$ cat config.mk
export PLATFORM = sky130hd
export DESIGN_NAME = fp_to_posit_pipe
export DESIGN_NICKNAME = d
export VERILOG_FILES = /design/src/rtl/fp_to_posit_pipe.sv
export SDC_FILE = /design/constraint.sdc
export NUM_CORES = 1
export LEC_CHECK = 0
export CAP_MARGIN = 20
export CELL_PAD_IN_SITES_DETAIL_PLACEMENT = 1
export CELL_PAD_IN_SITES_GLOBAL_PLACEMENT = 1
export CORE_MARGIN = 8
export CORE_UTILIZATION = 47
export CTS_CLUSTER_DIAMETER = 100
export CTS_CLUSTER_SIZE = 20
export DETAILED_ROUTE_END_ITERATION = 6
export PLACE_DENSITY_LB_ADDON = 0.1
export SYNTH_ARGS = -nofsm -noshare
export SYNTH_HDL_FRONTEND = slang
export SYNTH_SLANG_ARGS = --single-unit
$ cat constraint.sdc
create_clock -name clk -period 5.1 [get_ports clk]
set_input_delay 0.51 -clock clk [delete_from_list [all_inputs] [get_ports clk]]
set_output_delay 0.51 -clock clk [all_outputs]
set_load 0.02 [all_outputs]
$ cat src/rtl/fp_to_posit_pipe.sv
// Three-stage streaming float -> posit<N,ES> converter with valid/ready handshake.
// Stages: decode/normalise, regime build and shift, round/negate/flag.
module fp_to_posit_pipe #(
   parameter int N  = 16,
   parameter int E  = 5,
   parameter int ES = 2,
   parameter int BS = $clog2(N)
) (
   input  logic         clk,
   input  logic         rst_n,
   input  logic         in_valid,
   output logic         in_ready,
   input  logic [N-1:0] in_data,
   input  logic         in_rnd,
   output logic         out_valid,
   input  logic         out_ready,
   output logic [N-1:0] out_data,
   output logic         out_inexact,
   output logic         out_nar,
   output logic         out_zero
);

   localparam int M  = N - E - 1;
   localparam int SW = E + BS + 1;
   localparam int BW = 2 + ES + M;
   localparam int L  = BW + N - 1;
   localparam logic signed [SW-1:0] BIAS = SW'((1 << (E - 1)) - 1);

   logic pipe_en;

   assign pipe_en  = out_ready || !out_valid;
   assign in_ready = pipe_en;

   logic         in_sign;
   logic [E-1:0] in_exp;
   logic [M-1:0] in_mant;

   assign in_sign = in_data[N-1];
   assign in_exp  = in_data[N-2 -: E];
   assign in_mant = in_data[M-1:0];

   logic [BS-1:0] lz;

   // Leading-zero count of the mantissa; the last hit in the loop is the highest set bit.
   always_comb begin
      lz = '0;
      for (int i = 0; i < M; i++) begin
         if (in_mant[i]) begin
            lz = BS'(M - 1 - i);
         end
      end
   end

   logic signed [SW-1:0] d_scale;
   logic [M-1:0]         d_frac;
   logic                 d_nar;
   logic                 d_zero;

   assign d_nar  = &in_exp;
   assign d_zero = (in_exp == '0) && (in_mant == '0);

   // Subnormals drop their leading one into the hidden position, lowering the scale to match.
   always_comb begin
      if (in_exp == '0) begin
         d_scale = -BIAS - $signed(SW'(lz));
         d_frac  = in_mant << (lz + BS'(1));
      end else begin
         d_scale = $signed(SW'(in_exp)) - BIAS;
         d_frac  = in_mant;
      end
   end

   logic                 s1_valid;
   logic                 s1_sign;
   logic                 s1_nar;
   logic                 s1_zero;
   logic                 s1_rnd;
   logic signed [SW-1:0] s1_scale;
   logic [M-1:0]         s1_frac;

   always_ff @(posedge clk or negedge rst_n) begin
      if (!rst_n) begin
         s1_valid <= 1'b0;
         s1_sign  <= 1'b0;
         s1_nar   <= 1'b0;
         s1_zero  <= 1'b0;
         s1_rnd   <= 1'b0;
         s1_scale <= '0;
         s1_frac  <= '0;
      end else if (pipe_en) begin
         s1_valid <= in_valid;
         if (in_valid) begin
            s1_sign  <= in_sign;
            s1_nar   <= d_nar;
            s1_zero  <= d_zero;
            s1_rnd   <= in_rnd;
            s1_scale <= d_scale;
            s1_frac  <= d_frac;
         end
      end
   end

   logic signed [SW-1:0] k;
   logic [SW-1:0]        e_val;
   logic [SW-1:0]        sh_raw;
   logic [SW-1:0]        sh;
   logic                 run;
   logic [BW-1:0]        body;
   logic [L-1:0]         vec;
   logic [L-1:0]         fill;
   logic [L-1:0]         shifted;

   // The body starts with one run bit plus terminator; shifting right by (run length - 1)
   // while filling with the run bit produces the full regime ahead of exponent and fraction.
   always_comb begin
      k       = s1_scale >>> ES;
      e_val   = s1_scale & SW'((1 << ES) - 1);
      run     = ~k[SW-1];
      sh_raw  = run ? k : ~k;
      sh      = (sh_raw > SW'(N - 1)) ? SW'(N - 1) : sh_raw;
      body    = (BW'(run ? 2'b10 : 2'b01) << (ES + M)) | (BW'(e_val) << M) | BW'(s1_frac);
      vec     = {body, {(N - 1){1'b0}}};
      fill    = run ? ~({L{1'b1}} >> sh) : '0;
      shifted = (vec >> sh) | fill;
   end

   logic         s2_valid;
   logic         s2_sign;
   logic         s2_nar;
   logic         s2_zero;
   logic         s2_rnd;
   logic [N-2:0] s2_mag;
   logic         s2_guard;
   logic         s2_sticky;

   always_ff @(posedge clk or negedge rst_n) begin
      if (!rst_n) begin
         s2_valid  <= 1'b0;
         s2_sign   <= 1'b0;
         s2_nar    <= 1'b0;
         s2_zero   <= 1'b0;
         s2_rnd    <= 1'b0;
         s2_mag    <= '0;
         s2_guard  <= 1'b0;
         s2_sticky <= 1'b0;
      end else if (pipe_en) begin
         s2_valid  <= s1_valid;
         s2_sign   <= s1_sign;
         s2_nar    <= s1_nar;
         s2_zero   <= s1_zero;
         s2_rnd    <= s1_rnd;
         s2_mag    <= shifted[L-1 -: N-1];
         s2_guard  <= shifted[L-N];
         s2_sticky <= |shifted[L-N-1:0];
      end
   end

   logic         inc;
   logic [N-1:0] sum;
   logic [N-2:0] mag_r;
   logic [N-1:0] res;
   logic [N-1:0] res_final;
   logic         res_inexact;

   // Rounding saturates at maxpos and never collapses a nonzero value to zero.
   always_comb begin
      inc = ~s2_rnd & s2_guard & (s2_sticky | s2_mag[0]);
      sum = {1'b0, s2_mag} + N'(inc);
      if (sum[N-1]) begin
         mag_r = '1;
      end else if (sum[N-2:0] == '0) begin
         mag_r = (N-1)'(1);
      end else begin
         mag_r = sum[N-2:0];
      end
      res = s2_sign ? ({N{1'b0}} - {1'b0, mag_r}) : {1'b0, mag_r};
      if (s2_nar) begin
         res_final = {1'b1, {(N - 1){1'b0}}};
      end else if (s2_zero) begin
         res_final = '0;
      end else begin
         res_final = res;
      end
      res_inexact = ~s2_nar & ~s2_zero & (s2_guard | s2_sticky);
   end

   always_ff @(posedge clk or negedge rst_n) begin
      if (!rst_n) begin
         out_valid   <= 1'b0;
         out_data    <= '0;
         out_inexact <= 1'b0;
         out_nar     <= 1'b0;
         out_zero    <= 1'b0;
      end else if (pipe_en) begin
         out_valid   <= s2_valid;
         out_data    <= s2_valid ? res_final : '0;
         out_inexact <= s2_valid & res_inexact;
         out_nar     <= s2_valid & s2_nar;
         out_zero    <= s2_valid & s2_zero & ~s2_nar;
      end
   end

endmodule

# [Word-level counts from Yosys, hierarchy flattened]
# Cells that the tools add are included.
[op_classes] shifts=3 bitwise_logic=18 n_reduce_logical=9 n_mux=22 add_sub_neg=5 n_lt_le_gt_ge=1
[op_table] op="2-to-1 mux 16 bit" count=4
[op_table] op="2-to-1 mux 10 bit" count=4
[op_table] op="2-to-1 mux 4 bit" count=10
[op_table] op="2-to-1 mux 15 bit" count=2
[op_table] op="2-to-1 mux 29 bit" count=1
[op_table] op="inverter 29 bit" count=1
[op_table] op="bitwise OR 29 bit" count=1
[op_table] op="right shift 29 x 10 -> 29 bit" count=1
[op_table] op="right shift 29 x 10 -> 29 bit (first input constant)" count=1
[op_table] op="adder 15 x 1 -> 16 bit" count=1
[op_table] op="subtractor 1 x 15 -> 16 bit (first input constant)" count=1
[op_table] op="logical NOT 15 bit" count=1
[op_table] op="bitwise OR 14 x 10 -> 14 bit" count=1
[op_table] op="bitwise OR 14 x 12 -> 14 bit" count=1
[op_table] op="OR reduction 13 bit" count=1
[op_table] op="> comparator 10 x 4 -> 1 bit (second input constant)" count=1
[op_table] op="logical NOT 10 bit" count=1
[op_table] op="inverter 8 -> 10 bit" count=1
[op_table] op="<< shifter 10 x 4 -> 10 bit" count=1
[op_table] op="AND 1 bit" count=8
[op_table] op="subtractor 5 x 4 -> 6 bit (second input constant)" count=1
[op_table] op="subtractor 5 x 5 -> 6 bit (first input constant)" count=1
[op_table] op="logical NOT 5 bit" count=1
[op_table] op="AND reduction 5 bit" count=1
[op_table] op="other kinds (8)" count=11
[totals] ff_bits=67 input_bits=21 output_inout_bits=21 elab_cells=78

# [Longest topological paths before layout]
# Gate-level depths: netlist of the first run.
[depth] ltp_word=13 ltp_mapped=16 ltp_nobuf=15

# [Worst setup path before layout of the first run]
# Ideal clock, no wire load.
[synth_timing] kind="register to register" start="reg s2_sticky" end="reg out_data[12]" period_less_slack_ps=3148 t_arrival_ps=3015 stages_incl_launch_ff=17 n_path_buf=1 slack_ps=1952 cell_sequence="dfrtp_1 -> nor2_1 -> nor3b_1 -> ha_1 -> ha_1 -> buf_2 -> nand4_1 -> nor3_1 -> nand3_1 -> a2111o_1 -> nor3_2 -> nor3_1 -> ha_1 -> nand4_1 -> o31ai_1 -> xnor2_1 -> o21ai_1"
[synth_between] elab_chain_cells=11
[synth_lines] element="from (decl)" line_no="134" rtl="logic s2_sticky;"
[synth_lines] element="from (signal assigned)" line_no="154" rtl="s2_sticky <= |shifted[L-N-1:0];"
[synth_lines] element="bitwise OR 1 bit *" line_no="167" rtl="inc = ~s2_rnd & s2_guard & (s2_sticky | s2_mag[0]);"
[synth_lines] element="AND 1 bit *" line_no="167"
[synth_lines] element="adder 15 x 1 -> 16 bit *" line_no="168" rtl="sum = {1'b0, s2_mag} + N'(inc);"
[synth_lines] element="logical NOT 15 bit" line_no="171" rtl="end else if (sum[N-2:0] == '0) begin"
[synth_lines] element="2-to-1 mux 15 bit" line_no="171"
[synth_lines] element="2-to-1 mux 15 bit *" line_no="169" rtl="if (sum[N-1]) begin"
[synth_lines] element="subtractor 1 x 15 -> 16 bit" line_no="176" rtl="res = s2_sign ? ({N{1'b0}} - {1'b0, mag_r}) : {1'b0, mag_r};"
[synth_lines] element="2-to-1 mux 16 bit *" line_no="176"
[synth_lines] element="2-to-1 mux 16 bit *" line_no="179" rtl="end else if (s2_zero) begin"
[synth_lines] element="2-to-1 mux 16 bit *" line_no="177" rtl="if (s2_nar) begin"
[synth_lines] element="2-to-1 mux 16 bit *" line_no="196" rtl="out_data <= s2_valid ? res_final : '0;"
[synth_lines] element="to (signal assigned)" line_no="196"
[synth_lines] element="to (decl)" line_no="17" rtl="output logic [N-1:0] out_data,"
# Every way passes the cells marked *; elsewhere a longest branch is shown, timed or not.
# A chain may end at the register's enable or synchronous reset.

# [Final worst setup path of the first run]
[layout_timing] start="reg s2_sticky" end="reg out_data[8]"
# Same word-level chain as after synthesis.

==> qor.csv, run 1 <==
metric,value,unit
status,completed,
grt_pass1_vias,4225,
rsz0062_at_grt,no,
gp_congestion,0.8656,
relSlewSlack,0.4621,
fin_crit_sh,0.7491,
pin_count,42,
dpl_cell_area,0.005057,mm2
path_cells,"nor2_1, nor3b_1, ha_1, ha_1, nand4_1, nor3_1, or3_1, a2111o_1, nor3_2, nor3_1, ha_1, nand4_1, o31ai_1, xor2_1, o21ai_1",
crit_family,simple AND/OR/NAND/NOR gates,
r2r_start,s2_sticky,
crit_buf_inv,0,
setup_viol,0,
grt_first_pass_wirelength,20.39,mm
crit_required,5320,ps
endpoint_kind,flop,
fmax,0.2617,GHz
vias,4086,
antenna_left,0,
dr_wl_met2,6.036,mm
wl_met1,5.192,mm
grt_overflow,0,
reg2reg_depth,15,
core-area,0.009639,mm2
ys_top_cells_by_area,"dfrtp_1 34%, mux2i_1 7.2%, nand2_1 6.6%",
insertion_delay,360,ps
dieArea,0.01323,mm2
drc,0,
synth_seq_cells,63,
antenna_found_initial,0,
tightest_slew,806.8,ps
grtUsageTotal,0.1910,
slew_viol_final,0,
syn_nets,589,
mappedNetlistArea,0.004607,mm2
hold_viol_final,0,
cts_buffers,9,
htreeDepth,3,
drv_cap,0,
avgSynthCellArea,8.256,um2
leakagePower,2.192,nW
reg2reg_to,out_data[8],
io_buffers,41,
ctsLongestPathBuffers,2,
cts_resized,0,
crit_fanout,8,
yosysWarnings,0,
min_path_type,input port to asynchronous set/reset pin,
rows,36,
clock-sinks,63,
multi_input_area,0.002793,mm2
firstDrtPassIters,4,
root_buffer,clkbuf_8,
fin_nets,610,
nFillCells,1204,
grt_max_degree,64,
crit_type,flop to flop,
vdd_drop_max,0.0001485,V
cp-start-kind,flop,
reg2reg_slack,1280,ps
wirelength,11.78,mm
min_period,3820,ps
yosysTopAreaCellShare,0.3422,
clock_skew,7.551,ps
layout_commonest_cell,nand2_1,
antenna_cells,0,
ys_types,66,
crit_arrival,4040,ps
wl_per_cell,16.44,um
ys_seq_area_frac,0.3422,
ys_async_sr_fraction,1.000,
drt_iter0_markers,202,
crit_top_cell,ha_1,
seq_area,0.001577,mm2
synthFlopType,dfrtp_1,
layout_common_cells,"81 x nand2_1, 63 x dfrtp_1, 44 x o21ai_0, 41 x nor2_1, 40 x clkdlybuf4s50_1",
yosysTopAreaCell,dfrtp_1,
synth_cells,558,
slowest_stage,nor3_1,
cts_setup_buffers,0,
tns,0,ps
vias_per_cell,5.699,
fp.dieH,115.0,um
powerDensity,526.1,mW/mm2
die_x,115.0,um
dpl.hpwl,8.873,mm
cpPeakStageDelay,390,ps
cts_tree,built,
cts_hold_buf,0,
stdcell_area,0.005274,mm2
syn_to_final_growth,14.48,%
drive_above_1_share,0.07192,
synth_edf_count,0,
clkSlewWorstSetupHoldPaths,70,ps
routed.top_layer,met4,
start_util,0.4779,
dr_wl_met3,332,um
## cell families after synthesis
| group | synth area share |
|---|---|
| and+or+nand+nor | 0.2173 |
| AOI/OAI and AO/OA | 0.2070 |
| DFF | 0.3422 |
| buffers and inverters | 0.05323 |
| muxes | 0.08392 |
| xor gates and xnor gates | 0.06274 |
| adders and majority gates | 0.03368 |
## metal layers
| metal | vias up | global-route usage |
|---|---|---|
| met3 | 19 | 0.03834 |
| met4 | 0 | 0.07881 |
| met2 | 68 | 0.3390 |
| li1 | 2036 | - |
| met5 | - | 0 |
| met1 | 1963 | 0.2190 |
## layout make-up
class,instances,area share
multi-input combinational,438,0.5295
sequential,63,0.2989
timing repair buffer,48,0.08683
clock buffer,13,0.03203
tap,133,0.03155
inverter,19,0.01352
clock inverter,3,0.007592
## worst max path at each step
| stage | cells past startpoint | to | startpoint |
|---|---|---|---|
| final | 15 | out_data[8] | s2_sticky |
| after global routing | 15 | out_data[8] | s2_mag[0] |
| after CTS | 15 | out_data[8] | s2_sticky |
| after detailed placement | 15 | out_data[12] | s2_sticky |
| after global placement | 15 | out_data[14] | s2_mag[0] |
| after floorplan | 16 | out_data[12] | s2_sticky |
## per-stage QoR
| step | util | std cells | total power [mW] | hold WS [ps] | setup WS (ps) |
|---|---|---|---|---|---|
| 5_1_grt | 0.5471 | 717 | 3.021 | 396.0 | 961.4 |
| 6_report | 0.5471 | 717 | 2.775 | 331.5 | 1280 |
| 4_1_cts | 0.5463 | 716 | 2.807 | 348.3 | 1265 |
| 3_5_place_dp | 0.5247 | 700 | 2.329 | 460.2 | 1307 |
| 2_1_floorplan | - | 558 | 1.938 | 214.4 | 1952 |
| 3_3_place_gp | 0.5247 | 700 | 2.268 | 450.3 | 1410 |
## registers in the layout (all words and copies together) (netlist names), 6 cells and up
name / cells
s2_mag: 15
s1_scale: 6
s1_frac: 10
out_data: 16
## synthesized netlist by cell type (2+ instances only)
library cell  count
a211oi_1          5
a21oi_1          26
a221o_1           2
a221oi_1          2
a22o_1            2
a22oi_1           7
a31oi_1           4
and2_1            2
and3_1            4
buf_1             2
buf_2            10
buf_6             2
clkbuf_1         23
dfrtp_1          63
ha_1             10
inv_1            18
maj3_1            3
mux2_2            5
mux2i_1          33
nand2_1          81
nand2b_1          6
nand3_1          15
nand3b_1          4
nand4_1           6
nor2_1           41
nor2b_1           7
nor3_1           12
nor3b_1           2
nor4_1            4
o211ai_1          4
o21a_1            3
o21ai_0          44
o21ai_1          20
o22ai_1           5
o31a_1            2
o31ai_1           8
o41ai_2           3
or2_1             2
or3_1             7
or4_1             2
xnor2_1          21
xor2_1           12
## power by group
| group | switching [mW] | internal, mW |
|---|---|---|
| Clock | 0.196 | 0.264 |
| Combinational | 0.786 | 0.613 |
| Sequential | 0.246 | 0.670 |
| Total | 1.23 | 1.55 |
Note: power is estimated with default switching activity, not from simulation.
==> run 2: changes to the inputs <==
--- a/config.mk
+++ b/config.mk
@@ -9,7 +9,7 @@
 export CELL_PAD_IN_SITES_DETAIL_PLACEMENT = 1
 export CELL_PAD_IN_SITES_GLOBAL_PLACEMENT = 1
 export CORE_MARGIN = 8
-export CORE_UTILIZATION = 47
+export CORE_UTILIZATION = 44
 export CTS_CLUSTER_DIAMETER = 100
 export CTS_CLUSTER_SIZE = 20
 export DETAILED_ROUTE_END_ITERATION = 6
==> constraint.sdc (replaced) <==
create_clock -name clk -period 3.6 [get_ports clk]
set_input_delay 0.36 -clock clk [delete_from_list [all_inputs] [get_ports clk]]
set_output_delay 0.36 -clock clk [all_outputs]
set_load 0.02 [all_outputs]
==> run 2 against run 1 <==
  * Clock power rose by 37%
  * Count of clock-buffer cells in the layout is 3 lower
  * Maximum frequency up 13%
  * Utilization shrank 1.9 points
  * Total power rose by 44%
  * Highest routed layer unchanged
==> qor.csv, run 2 (synthesized netlist as in run 1, its figures left out) <==
metric,value,unit
status,completed,
min_path_type,input port to asynchronous set/reset pin,
dieArea,0.01400,mm2
pin_count,42,
drv_cap,0,
setup_viol,0,
cts_buffers,9,
vdd_drop_max,0.0002200,V
firstDrtPassIters,5,
min_period,3386,ps
die_x,118.3,um
fin_crit_sh,0.9404,
dpl.hpwl,9.369,mm
grt_max_degree,49,
reg2reg_to,out_data[14],
vias_per_cell,5.656,
drc,0,
syn_to_final_growth,17.35,%
vias,4146,
htreeDepth,3,
grt_pass1_vias,4357,
post-place-ws,68.29,ps
seq_area,0.001577,mm2
io_buffers,41,
drive_above_1_share,0.1055,
clock-sinks,63,
reg2reg_slack,210,ps
antenna_cells,0,
power,3.990,mW
multi_input_area,0.002835,mm2
antenna_left,0,
hold_viol_final,0,
fp.dieH,118.3,um
insertion_delay,350,ps
regMostFlops,out_data,
crit_type,flop to flop,
clockPowerShare,0.158,
crit_required,3820,ps
start_util,0.4503,
tns,0,ps
cts_tree,built,
wl_per_cell,16.72,um
grt_overflow,0,
drt_iter0_markers,228,
fmax,0.2954,GHz
layout_common_cells,"81 x nand2_1, 63 x dfrtp_1, 44 x o21ai_0, 41 x nor2_1, 40 x clkdlybuf4s50_1",
clkSlewWorstSetupHoldPaths,70,ps
ctsLongestPathBuffers,2,
crit_arrival,3610,ps
r2r_start,s2_mag[0],
worst_slack,214.5,ps
tightest_slew,946.7,ps
layout_commonest_cell,nand2_1,
root_buffer,clkbuf_8,
antenna_found_initial,0,
crit_fanout,9,
powerDensity,738.0,mW/mm2
largest_reg_flops,16,
internal_power,2.194,mW
swShare,0.4501,
endpoint_kind,flop,
gp_congestion,0.9027,
nFillCells,1230,
rows,37,
relSlewSlack,0.3643,
fin_nets,623,
reg2reg_depth,14,
power_frac_comb,0.515,
grt_first_pass_wirelength,21.10,mm
p_sw,1.796,mW
slew_viol_final,0,
cp-start-kind,flop,
seq_power_share,0.327,
wirelength,12.25,mm
reg_top3,"out_data x16, s2_mag x15, s1_frac x10",
grtUsageTotal,0.1801,
clock_skew,4.115,ps
finalNonFillerCells,733,
dp_cells,713,
core-area,0.01023,mm2
leakagePower,2.255,nW
==> run 2: layout make-up <==
type,count,share of cell area
multi-input cells,438,0.5244
clock buffers,10,0.02546
inverters,19,0.01319
flip-flops and latches,63,0.2916
repair buffers,61,0.1028
clock inverters,6,0.01111
well taps,136,0.03147
==> run 2: stage by stage <==
step	hold slack, ps	utilization	area, um2
3_3_place_gp	439.1	0.5020	5136
2_1_floorplan	64.41	-	4607
4_1_cts	72.02	0.5213	5334
3_5_place_dp	459.6	0.5020	5136
5_1_grt	112.6	0.5284	5406
6_report	57.68	0.5284	5406
==> run 2: worst max-delay path by stage <==
stage,startpoint,to,slack [ps],cells past startpoint
2_1_floorplan,s2_sticky,out_data[12],450,16
3_3_place_gp,s2_sticky,out_data[12],250,15
3_5_place_dp,s2_mag[0],out_data[8],70,15
4_1_cts,s2_mag[0],out_data[8],50,15
5_1_grt,s2_mag[0],out_data[14],-5,15
6_report,s2_mag[0],out_data[14],210,14
==> run 2: worst max-delay path, stage by stage, from the launching register on <==
cell      delay [ps]
dfrtp_1          380
nor2_1            50
nor3b_1          210
ha_2             270
nand3_1          140
buf_4            190
or4_4            600
or2_1            340
nand2b_1         160
inv_1             80
ha_1             230
nand4_1          230
o41ai_2          130
xnor2_1          170
o21ai_1           70
==> run 2: power groups by stage <==
| stage | Sequential (mW) | Combinational (mW) | Clock (mW) |
|---|---|---|---|
| floorplan | 1.20 | 1.55 | 0 |
| global placement | 1.30 | 1.96 | 0 |
| detailed placement | 1.32 | 2.02 | 0 |
| CTS | 1.30 | 2.03 | 0.653 |
| global route | 1.36 | 2.29 | 0.679 |
| finish | 1.30 | 2.06 | 0.630 |
==> run 2: repair_timing <==
| action | 4_1_cts | 5_1_grt |
|---|---|---|
| setup endpoints to repair | 0 | 5 |
| hold endpoints to repair | 0 | 0 |
| buffers inserted | 0 | 3 |
| hold buffers | 0 | 0 |
| resized for setup | 0 | 9 |
==> run 2: routing by layer <==
metal,global-route usage,up-vias,wire length (um)
li1,-,2068,-
met1,0.1988,1979,5255
met2,0.3279,70,6335
met3,0.02951,29,296
met4,0.09047,0,365
met5,0,-,0
